## src/rtl/serial_add_scheduler_pkg.sv

```systemverilog
// Shared types and helpers for the round-robin serial-adder scheduler.
package serial_add_scheduler_pkg;

    typedef enum logic [1:0] {
        ST_IDLE = 2'd0,
        ST_RUN  = 2'd1,
        ST_DONE = 2'd2
    } state_t;

    // Ceiling log2, usable in constant expressions for width sizing.
    function automatic int unsigned clog2(input int unsigned v);
        int unsigned r;
        r = 0;
        while ((64'd1 << r) < 64'(v)) r++;
        return r;
    endfunction

endpackage

```

## src/rtl/serial_add_scheduler_if.sv

```systemverilog
// Request/grant and result bus between client blocks and the serial-add scheduler.
interface serial_add_scheduler_if #(
    parameter int unsigned NREQ  = 4,
    parameter int unsigned WIDTH = 8,
    parameter int unsigned IDW   = 2
);
    logic [NREQ-1:0]       req;
    logic [NREQ*WIDTH-1:0] a_in;
    logic [NREQ*WIDTH-1:0] b_in;
    logic [NREQ-1:0]       gnt;
    logic                  busy;
    logic                  done;
    logic [IDW-1:0]        done_id;
    logic [WIDTH-1:0]      sum;
    logic                  cout;

    modport master (
        output req, a_in, b_in,
        input  gnt, busy, done, done_id, sum, cout
    );

    modport slave (
        input  req, a_in, b_in,
        output gnt, busy, done, done_id, sum, cout
    );
endinterface

```

## src/rtl/serial_add_core.sv

```systemverilog
// Bit-serial LSB-first adder: operand/sum shift registers, carry flop and full adder.
module serial_add_core #(
    parameter int unsigned WIDTH = 8
) (
    input  logic             clock,
    input  logic             reset,
    input  logic             load,
    input  logic             shift,
    input  logic             clear_carry,
    input  logic [WIDTH-1:0] a_load,
    input  logic [WIDTH-1:0] b_load,
    output logic [WIDTH-1:0] sum_nxt_c,
    output logic             carry_nxt_c
);
    logic [WIDTH-1:0] a_q;
    logic [WIDTH-1:0] b_q;
    logic [WIDTH-1:0] sum_q;
    logic             carry_q;
    logic             bit_c;

    // Full adder on the current LSBs; the next sum word lets the caller capture the final result.
    always_comb begin
        bit_c       = a_q[0] ^ b_q[0] ^ carry_q;
        carry_nxt_c = (a_q[0] & b_q[0]) | (a_q[0] & carry_q) | (b_q[0] & carry_q);
        sum_nxt_c   = {bit_c, sum_q[WIDTH-1:1]};
    end

    always_ff @(posedge clock) begin
        if (reset) begin
            a_q     <= '0;
            b_q     <= '0;
            sum_q   <= '0;
            carry_q <= 1'b0;
        end else begin
            if (load) begin
                a_q   <= a_load;
                b_q   <= b_load;
                sum_q <= '0;
            end else if (shift) begin
                a_q   <= a_q >> 1;
                b_q   <= b_q >> 1;
                sum_q <= sum_nxt_c;
            end
            if (clear_carry) begin
                carry_q <= 1'b0;
            end else if (shift) begin
                carry_q <= carry_nxt_c;
            end
        end
    end
endmodule

```

## src/rtl/serial_add_scheduler.sv

```systemverilog
// Round-robin arbiter and sequencer sharing one bit-serial adder among NREQ clients.
module serial_add_scheduler
    import serial_add_scheduler_pkg::*;
#(
    parameter int unsigned NREQ  = 4,
    parameter int unsigned WIDTH = 8,
    parameter int unsigned IDW   = 2
) (
    input  logic                  clock,
    input  logic                  reset,
    serial_add_scheduler_if.slave bus
);
    localparam int unsigned CNTW = clog2(WIDTH + 1);

    state_t           state_q, state_d;
    logic [CNTW-1:0]  cnt_q, cnt_d;
    logic [IDW-1:0]   rr_q, rr_d;
    logic [IDW-1:0]   win_q, win_d;
    logic [NREQ-1:0]  gnt_q, gnt_d;
    logic             busy_q, busy_d;
    logic             done_q, done_d;
    logic [IDW-1:0]   done_id_q, done_id_d;
    logic [WIDTH-1:0] sum_q, sum_d;
    logic             cout_q, cout_d;

    logic             found_c;
    logic [IDW-1:0]   pick_c;
    int unsigned      idx;
    logic             load, shift, clear_carry;
    logic [WIDTH-1:0] a_sel_c, b_sel_c;
    logic [WIDTH-1:0] sum_nxt_c;
    logic             carry_nxt_c;

    // First asserted request at or after the round-robin pointer, wrapping modulo NREQ.
    always_comb begin
        found_c = 1'b0;
        pick_c  = '0;
        idx     = 0;
        for (int k = 0; k < NREQ; k++) begin
            idx = (32'(rr_q) + 32'(k)) % NREQ;
            if (!found_c && bus.req[idx]) begin
                found_c = 1'b1;
                pick_c  = IDW'(idx);
            end
        end
        a_sel_c = bus.a_in[32'(pick_c)*WIDTH +: WIDTH];
        b_sel_c = bus.b_in[32'(pick_c)*WIDTH +: WIDTH];
    end

    serial_add_core #(.WIDTH(WIDTH)) u_core (
        .clock       (clock),
        .reset       (reset),
        .load        (load),
        .shift       (shift),
        .clear_carry (clear_carry),
        .a_load      (a_sel_c),
        .b_load      (b_sel_c),
        .sum_nxt_c   (sum_nxt_c),
        .carry_nxt_c (carry_nxt_c)
    );

    always_ff @(posedge clock) begin
        if (reset) begin
            state_q   <= ST_IDLE;
            cnt_q     <= '0;
            rr_q      <= '0;
            win_q     <= '0;
            gnt_q     <= '0;
            busy_q    <= 1'b0;
            done_q    <= 1'b0;
            done_id_q <= '0;
            sum_q     <= '0;
            cout_q    <= 1'b0;
        end else begin
            state_q   <= state_d;
            cnt_q     <= cnt_d;
            rr_q      <= rr_d;
            win_q     <= win_d;
            gnt_q     <= gnt_d;
            busy_q    <= busy_d;
            done_q    <= done_d;
            done_id_q <= done_id_d;
            sum_q     <= sum_d;
            cout_q    <= cout_d;
        end
    end

    always_comb begin
        state_d     = state_q;
        cnt_d       = cnt_q;
        rr_d        = rr_q;
        win_d       = win_q;
        gnt_d       = gnt_q;
        busy_d      = busy_q;
        done_d      = 1'b0;
        done_id_d   = done_id_q;
        sum_d       = sum_q;
        cout_d      = cout_q;
        load        = 1'b0;
        shift       = 1'b0;
        clear_carry = 1'b0;
        case (state_q)
            ST_IDLE: begin
                if (found_c) begin
                    load        = 1'b1;
                    clear_carry = 1'b1;
                    win_d       = pick_c;
                    gnt_d       = NREQ'(1) << pick_c;
                    cnt_d       = CNTW'(WIDTH);
                    rr_d        = (pick_c == IDW'(NREQ - 1)) ? '0 : pick_c + 1'b1;
                    busy_d      = 1'b1;
                    state_d     = ST_RUN;
                end
            end
            ST_RUN: begin
                shift = 1'b1;
                cnt_d = cnt_q - 1'b1;
                // Last bit: capture the completed word as it leaves the adder.
                if (cnt_q == CNTW'(1)) begin
                    state_d   = ST_DONE;
                    gnt_d     = '0;
                    done_d    = 1'b1;
                    done_id_d = win_q;
                    sum_d     = sum_nxt_c;
                    cout_d    = carry_nxt_c;
                end
            end
            ST_DONE: begin
                busy_d  = 1'b0;
                state_d = ST_IDLE;
            end
            default: state_d = ST_IDLE;
        endcase
    end

    assign bus.gnt     = gnt_q;
    assign bus.busy    = busy_q;
    assign bus.done    = done_q;
    assign bus.done_id = done_id_q;
    assign bus.sum     = sum_q;
    assign bus.cout    = cout_q;
endmodule
```

## src/flat_wrapper.sv

```systemverilog
// flat-port wrapper written by rule: the top's interface ports become plain ports
module serial_add_scheduler_flat import serial_add_scheduler_pkg::*;
#(
    parameter int unsigned NREQ  = 4,
    parameter int unsigned WIDTH = 8,
    parameter int unsigned IDW   = 2
)
  (clock, reset, bus_req, bus_a_in, bus_b_in, bus_gnt, bus_busy, bus_done, bus_done_id, bus_sum, bus_cout);
  serial_add_scheduler_if #(.NREQ(NREQ), .WIDTH(WIDTH), .IDW(IDW)) bus_i ();
  input  logic clock;
  input  logic reset;
  input wire logic [$bits(bus_i.req)-1:0] bus_req;
  input wire logic [$bits(bus_i.a_in)-1:0] bus_a_in;
  input wire logic [$bits(bus_i.b_in)-1:0] bus_b_in;
  output wire logic [$bits(bus_i.gnt)-1:0] bus_gnt;
  output wire logic [$bits(bus_i.busy)-1:0] bus_busy;
  output wire logic [$bits(bus_i.done)-1:0] bus_done;
  output wire logic [$bits(bus_i.done_id)-1:0] bus_done_id;
  output wire logic [$bits(bus_i.sum)-1:0] bus_sum;
  output wire logic [$bits(bus_i.cout)-1:0] bus_cout;
  assign bus_i.req = bus_req;
  assign bus_i.a_in = bus_a_in;
  assign bus_i.b_in = bus_b_in;
  assign bus_gnt = bus_i.gnt;
  assign bus_busy = bus_i.busy;
  assign bus_done = bus_i.done;
  assign bus_done_id = bus_i.done_id;
  assign bus_sum = bus_i.sum;
  assign bus_cout = bus_i.cout;
  serial_add_scheduler #(.NREQ(NREQ), .WIDTH(WIDTH), .IDW(IDW)) u_core (.clock(clock), .reset(reset), .bus(bus_i));
endmodule
```

## config.mk

```make
export PLATFORM = sky130hd
export DESIGN_NAME = serial_add_scheduler_flat
export DESIGN_NICKNAME = d
export VERILOG_FILES = /design/src/rtl/serial_add_scheduler_pkg.sv /design/src/rtl/serial_add_scheduler_if.sv /design/src/rtl/serial_add_core.sv /design/src/rtl/serial_add_scheduler.sv /design/src/flat_wrapper.sv
export SDC_FILE = /design/constraint.sdc
export NUM_CORES = 1
export LEC_CHECK = 0
export CELL_PAD_IN_SITES_DETAIL_PLACEMENT = 1
export CELL_PAD_IN_SITES_GLOBAL_PLACEMENT = 1
export CORE_ASPECT_RATIO = 1.5
export CORE_MARGIN = 1
export CORE_UTILIZATION = 33
export DETAILED_ROUTE_END_ITERATION = 12
export PLACE_DENSITY = 0.76
export SYNTH_ARGS = -nofsm -noshare
export SYNTH_HDL_FRONTEND = slang
export SYNTH_SLANG_ARGS = --single-unit
```

## constraint.sdc

```tcl
create_clock -name clock -period 2.32 [get_ports clock]
set_input_delay 0.232 -clock clock [delete_from_list [all_inputs] [get_ports clock]]
set_output_delay 0.232 -clock clock [all_outputs]
set_load 0.05 [all_outputs]
```

# --- Word level (Yosys, flattened, before mapping) ---
# Index checks and enable logic that the tools add are counted.
totals:
  ff_bits: 52
  input_bits: 70
  out_inout_bits: 17
  word_cells: 93
classes:
  addsub: 5
  n_lt_le_gt_ge: 4
  eq_ne: 6
  shift: 3
  mux: 35
  bitwise_logic: 8
  n_reduce_logical: 18
ops:
  columns: ["cell", "n"]
  rows:
  - ["32-bit by 6-bit indexed part select with 8-bit output", 2]
  - ["8-bit 2-to-1 mux", 4]
  - ["4-bit one-hot mux with 2 select lines", 2]
  - ["2-bit 2-to-1 mux", 7]
  - ["1-bit 2-to-1 mux", 13]
  - ["2-bit by 3-bit < comparator with 1-bit output (second input constant)", 4]
  - ["4-bit 2-to-1 mux", 3]
  - ["2-bit AND reduction", 5]
  - ["1-bit binary-select mux with 2-bit select", 4]
  - ["2-bit nonzero test", 3]
  - ["2-bit by 1-bit adder with 2-bit output (second input constant)", 2]
  - ["2-bit adder (second input constant)", 2]
  - ["2-bit equality test (second input constant)", 2]
  - ["4-bit by 1-bit equality test with 1-bit output (second input constant)", 1]
  - ["2-bit by 1-bit inequality test with 1-bit output (second input constant)", 2]
  - ["2-bit one-hot mux with 2 select lines", 1]
  - ["2-bit OR reduction", 2]
  - ["1-bit by 2-bit << shifter with 4-bit output (first input constant)", 1]
  - ["4-bit by 1-bit subtractor with 4-bit output (second input constant)", 1]
  - ["1-bit bitwise AND", 3]
  - ["1-bit logical AND", 3]
  - ["1-bit logical NOT", 3]
  - ["3-bit AND reduction", 1]
  - ["2-bit by 1-bit equality test with 1-bit output (second input constant)", 1]
  - ["5 further kinds", 7]

# --- Logic depth before layout (Yosys ltp) ---
logic_depth:
  ltp_word: 15
  depth_mapped: 7
  depth_no_buf: 7

# --- Hierarchy ---
# Synthesis repeated with hierarchy kept, for this count alone.
hier_totals:
  cells_unflattened: 293
  hier_area_um2: 2723.9
by_module_without_submodules:
  columns: ["mod", "n_inst", "cells_each", "area_each_um2", "seq_area_each_um2"]
  rows:
  - ["serial_add_scheduler", 1, 192, 1649.1, 540.5]
  - ["serial_add_core", 1, 101, 1074.8, 480.5]

# --- Worst setup path before layout ---
# Ideal clock, no wire load.
synth_timing:
  path_kind: "register to register"
  startpoint: "register u_core.cnt_q[0]"
  endpoint: "register u_core.cout_q (netlist: u_core.bus.cout)"
  setup_ns: 0.132
  arrival_time_ns: 1.597
  required_ns: 2.188
  setup_slack_ns: 0.591
  path_stages_with_launch: 7
  path_buffers: 1
  synth_period_minus_slack_ns: 1.729
  path_cell_list: "dfxtp_1 -> ha_1 -> or3b_2 -> or2_2 -> clkbuf_1 -> nand2_1 -> a21oi_1"
synth_via:
  elab_chain_cells: 2
synth_lines:
  columns: ["item", "line", "text"]
  rows:
  - ["start, declared", "serial_add_scheduler.sv:16", "logic [CNTW-1:0] cnt_q, cnt_d;"]
  - ["start signal, assigned", "serial_add_scheduler.sv:76", "cnt_q <= cnt_d;"]
  - ["4-bit by 1-bit equality test with 1-bit output", "serial_add_scheduler.sv:119", "if (cnt_q == CNTW'(1)) begin"]
  - ["2-bit AND reduction (no source line)", null, null]
  - ["end signal, assigned", "serial_add_scheduler.sv:84", "cout_q <= cout_d;"]
  - ["end, declared", "serial_add_scheduler.sv:24", "logic cout_q, cout_d;"]
# Every way passes these cells.
# A chain may end at the register's enable or synchronous reset.

# --- Worst setup path after layout ---
layout_timing:
  startpoint: "input bus_req[0]"
  endpoint: "register u_core.u_core.a_q[7]"
layout_via:
  elab_chain_cells: 15
  elab_cells_between_ends: 27
  cone_classes: "shift: 1; mux: 19; reduce/logical: 7"
layout_lines:
  columns: ["item", "line", "text"]
  rows:
  - ["start, declared", "flat_wrapper.sv:12", "input wire logic [$bits(bus_i.req)-1:0] bus_req;"]
  - ["branches (longest 15 deep; another with 1-bit binary-select mux with 2-bit select)", null, null]
  - ["end signal, assigned", "serial_add_core.sv:36", "a_q <= a_load;"]
  - ["end signal, assigned", "serial_add_core.sv:40", "a_q <= a_q >> 1;"]
  - ["end, declared", "serial_add_core.sv:15", "logic [WIDTH-1:0] a_q;"]
# Several ways; the timed one is not identified. The select of a mux whose other input is x is not followed.

==> impl_metrics.csv <==
group,metric,value,unit
status,status,"complete, no violations",
layout,area_growth,41.6,%
sta,setup_tns,0,ns
critical_path,crit_fanout,34,
critical_path,crit_chain,"clkdlybuf4s50_1 > and2_4 > and2_4 > or3_2 > buf_12 > mux2i_1 > o221ai_1",
critical_path,end_kind,"flip-flop",
clock_tree,clock-root-buffer,"clkbuf_16",
sta,rsz0062_at_grt,"no",
layout,n_fill_cell,947,
critical_path,crit_slowest_cell,"or3_2",
critical_path,r2r-start,"u_core.rr_q[1]$_SDFFE_PP0P_",
clock_tree,postCtsSetupBuffers,0,
sta,holdWs,0.453,ns
hold_path,min_path_type,"reg -> reg",
critical_path,reg2reg_to,"u_core.u_core.a_q[7]$_SDFFE_PP0P_",
layout,drive_gt1_share,7.25,%
synth,synth_compound_area_share,19.0,%
synth,ys_warn_count,0,
placement,gp_congestion,0.848,
power,power_frac_seq,42.3,%
route,drc,0,
global_route,grt_max_degree,35,
power,p_int,1680,uW
power,pwr-share-clk,30.2,%
critical_path,cp.arrival,2.17,ns
sta,setup_ws,0.303,ns
sta,max_clock_freq,496,MHz
global_route,track_usage,18.7,%
power,powerDensity,651,mW/mm2
critical_path,crit_start,"bus_req[0]",
critical_path,crit_top_cell,"and2_4",
layout,final_area,0.00369,mm2
layout,fin_util,48.4,%
synth,synth_top_family_by_area,"simple AND/OR/NAND/NOR gates",
layout,nNetsFinal,472,
route,routed_wl,7.23,mm
power,p_leak,0.00142,uW
route,drt_iter0_markers,74,
clock_tree,cts_buffer_depth,2,
global_route,overflow,0,
route,via_per_inst,5.08,
route,dr.pass1.iters,4,
power,power_switching,722,uW
synth,synthAdderAreaFrac,1.73,%
critical_path,reg2reg_slack,0.31,ns
power,switching_share,30.1,%
synth,syn-num-nets,391,
die,row_count,39,
die,die_h,111,um
critical_path,max_stage_delay,0.48,ns
hold_path,holdCritStartpoint,"u_core.bus.sum[5]$_SDFFE_PP0P_",
synth,yosysSeqAreaShare,39.2,%
sta,period_share,87.0,%
clock_tree,cts_htree_levels,2,
global_route,antenna_found_initial,0,
global_route,grt_pass1_vias,2773,
sta,fin_crit,2.02,ns
critical_path,path_delay_family,"simple AND/OR/NAND/NOR gates",
synth,ys_types,41,
sta,worst_slew_pin_slew,0.607,ns
power,pwr-share-comb,27.5,%
clock_tree,hold_buffers,0,
critical_path,critPathKind,"in -> reg",
route,vias,2548,
synth,syn_area,0.00260,mm2
power,ir_drop,0.344,mV
critical_path,path_buf_inv,2,
clock_tree,path_clk_slew,0.07,ns
synth,yosys.area_share.simple,21.8,%
sta,drv_slew,0,
layout,regArea,0.00102,mm2
hold_path,holdPathStages,2,
synth,syn_inst,318,
sta,hold_violations,0,
flow_run,cap_violations,0,
die,start_util,34.2,%
sta,maxSlewHeadroom,59.2,%
synth,synth-seq-cells,51,
critical_path,start_kind,"input pin",
hold_path,hold_end,"u_core.bus.sum[5]$_SDFFE_PP0P_",
sta,finClkSkew,0.00390,ns
die,die_w,74.5,um
route,wl_per_cell,14.4,um
critical_path,critPathRequiredTime,2.47,ns
placement,io_buffers,86,
synth,synth_mux_area_share,11.9,%
die,ios,87,
critical_path,reg2regPathDepth,6,
die,coreArea,0.00761,mm2
clock_tree,cts.sinks,51,
layout,antennaDiodeCount,0,
clock_tree,cts_tree,"done",
placement,place_hpwl,5.45,mm
layout,multi_input_area,0.00142,mm2
clock_tree,cts_resized,0,
clock_tree,clkLatencyLatePin,0.29,ns
clock_tree,numCtsBuffers,5,
route,ant_nets,0,
die,dieArea,0.00826,mm2
global_route,grt_pass1_wl,12.2,mm
placement,dp_slack,0.0347,ns
placement,dpl_cell_area,0.00354,mm2
synth,avgSynthCellArea,8.19,um2
sta,setup_viol,0,
synth,synth-xor-area-share,0,%
[power groups by stage]
| stage | Clock (uW) | Sequential [uW] | Combinational (uW) |
|---|---|---|---|
| finish | 725 | 1010 | 660 |
| detailed placement | 0 | 1030 | 662 |
| floorplan | 0 | 1050 | 413 |
| global route | 770 | 1030 | 722 |
| CTS | 743 | 1010 | 666 |
| global placement | 0 | 1030 | 643 |
[worst max path at each step]
stage                                              to  slack, ns  cells after the start
floorplan                u_core.bus.cout$_SDFFE_PP0P_       0.59                      6
global placement    u_core.u_core.b_q[7]$_SDFFE_PP0P_       0.06                      7
detailed placement  u_core.u_core.b_q[7]$_SDFFE_PP0P_       0.03                      7
CTS                 u_core.u_core.b_q[7]$_SDFFE_PP0P_       0.33                      6
global route        u_core.u_core.b_q[1]$_SDFFE_PP0P_       0.22                      7
finish              u_core.u_core.a_q[7]$_SDFFE_PP0P_       0.30                      7
[stage by stage]
stage	power (uW)	instances
after global placement	1680	494
after global routing	2520	502
final	2400	502
after floorplan	1460	318
after detailed placement	1700	494
after CTS	2420	502
[state kept, by name, indices dropped and copies added, names as in the netlist]
name,count
u_core.bus.busy,1
u_core.u_core.a_q,8
u_core.bus.cout,1
u_core.rr_q,2
u_core.u_core.b_q,8
u_core.u_core.carry_q,1
u_core.cnt_q,4
u_core.state_q,2
u_core.bus.done,1
u_core.bus.sum,8
u_core.u_core.sum_q,7
u_core.bus.done_id,2
u_core.bus.gnt,4
u_core.win_q,2
[layout make-up]
type	count	share of cell area (%)
Multi-Input combinational cell	241	38.5
Sequential cell	51	27.7
Timing Repair Buffer	95	25.9
Tap cell	102	3.46
Clock buffer	5	3.39
Clock inverter	3	0.543
Inverter	5	0.509
[layer usage]
layer,up-vias,routed length [um],global-route usage (%),part of all wire [%]
li1,1270,-,-,-
met1,1214,2950,21.3,41
met2,55,4000,34.3,55
met3,9,156,2.27,2.2
met4,0,131,6.42,1.8
met5,-,0,0,0
[cells by family after synthesis]
family          Yosys count
simple gates            132
compound gates           75
flops                    51
mux                      31
buf+inv                  26
fa+ha+maj                 3
[cells in the final DEF (no fill, tap or decap), types with 2 or more instances in the layout]
cell              n
clkinvlp_4        2
nand2_1          88
o211a_1           2
nand2b_1          4
and2_4            2
buf_12            2
nor3_1            2
nor2_1           19
a21o_1            2
a32oi_1           4
dfxtp_1          51
a311oi_1          2
or2_2             2
buf_4             7
o211ai_1          2
ha_1              2
clkbuf_16         5
o21ai_0          14
o221ai_1         15
mux2i_1          31
clkdlybuf4s50_1  86
nand3_1           6
a21oi_1          27
inv_1             4
[synth_stat cells]
master	instances	area (um2)
o21ai_0	14	70.1
buf_6	5	56.3
clkbuf_1	12	45.0
dfxtp_1	51	1020
o31ai_1	1	7.51
a211oi_1	1	7.51
buf_2	2	10.0
a311oi_1	2	17.5
nand2_1	88	330
nor2_1	19	71.3
nor2_2	1	6.26
nor3_1	2	10.0
and2_1	1	6.26
buf_12	1	20.0
fa_1	1	20.0
o21ba_2	1	10.0
a211o_1	1	8.76
o21bai_1	1	7.51
and2_4	2	17.5
a21o_1	2	15.0
a31oi_1	1	6.26
ha_1	2	25.0
or4_4	1	11.3
or2_2	2	12.5
o211ai_1	2	15.0
a22oi_1	1	7.51
nand2b_1	4	25.0
or3_1	1	6.26
clkinv_1	1	3.75
inv_1	4	15.0
a32oi_1	4	35.0
a21oi_1	27	135
mux2i_1	31	310
nand3_2	1	10.0
or4b_2	1	10.0
buf_8	1	15.0
o211a_1	2	20.0
o221ai_1	15	131
or3b_2	1	8.76
nor2b_1	2	12.5
nand3_1	6	30.0
[tightest hold or removal path, cell delays in order, from the launching register on]
cell	delay (ns)
dfxtp_1	0.31
nand2_1	0.05
a21oi_1	0.05
No activity file was read; power rests on OpenSTA's default activity.
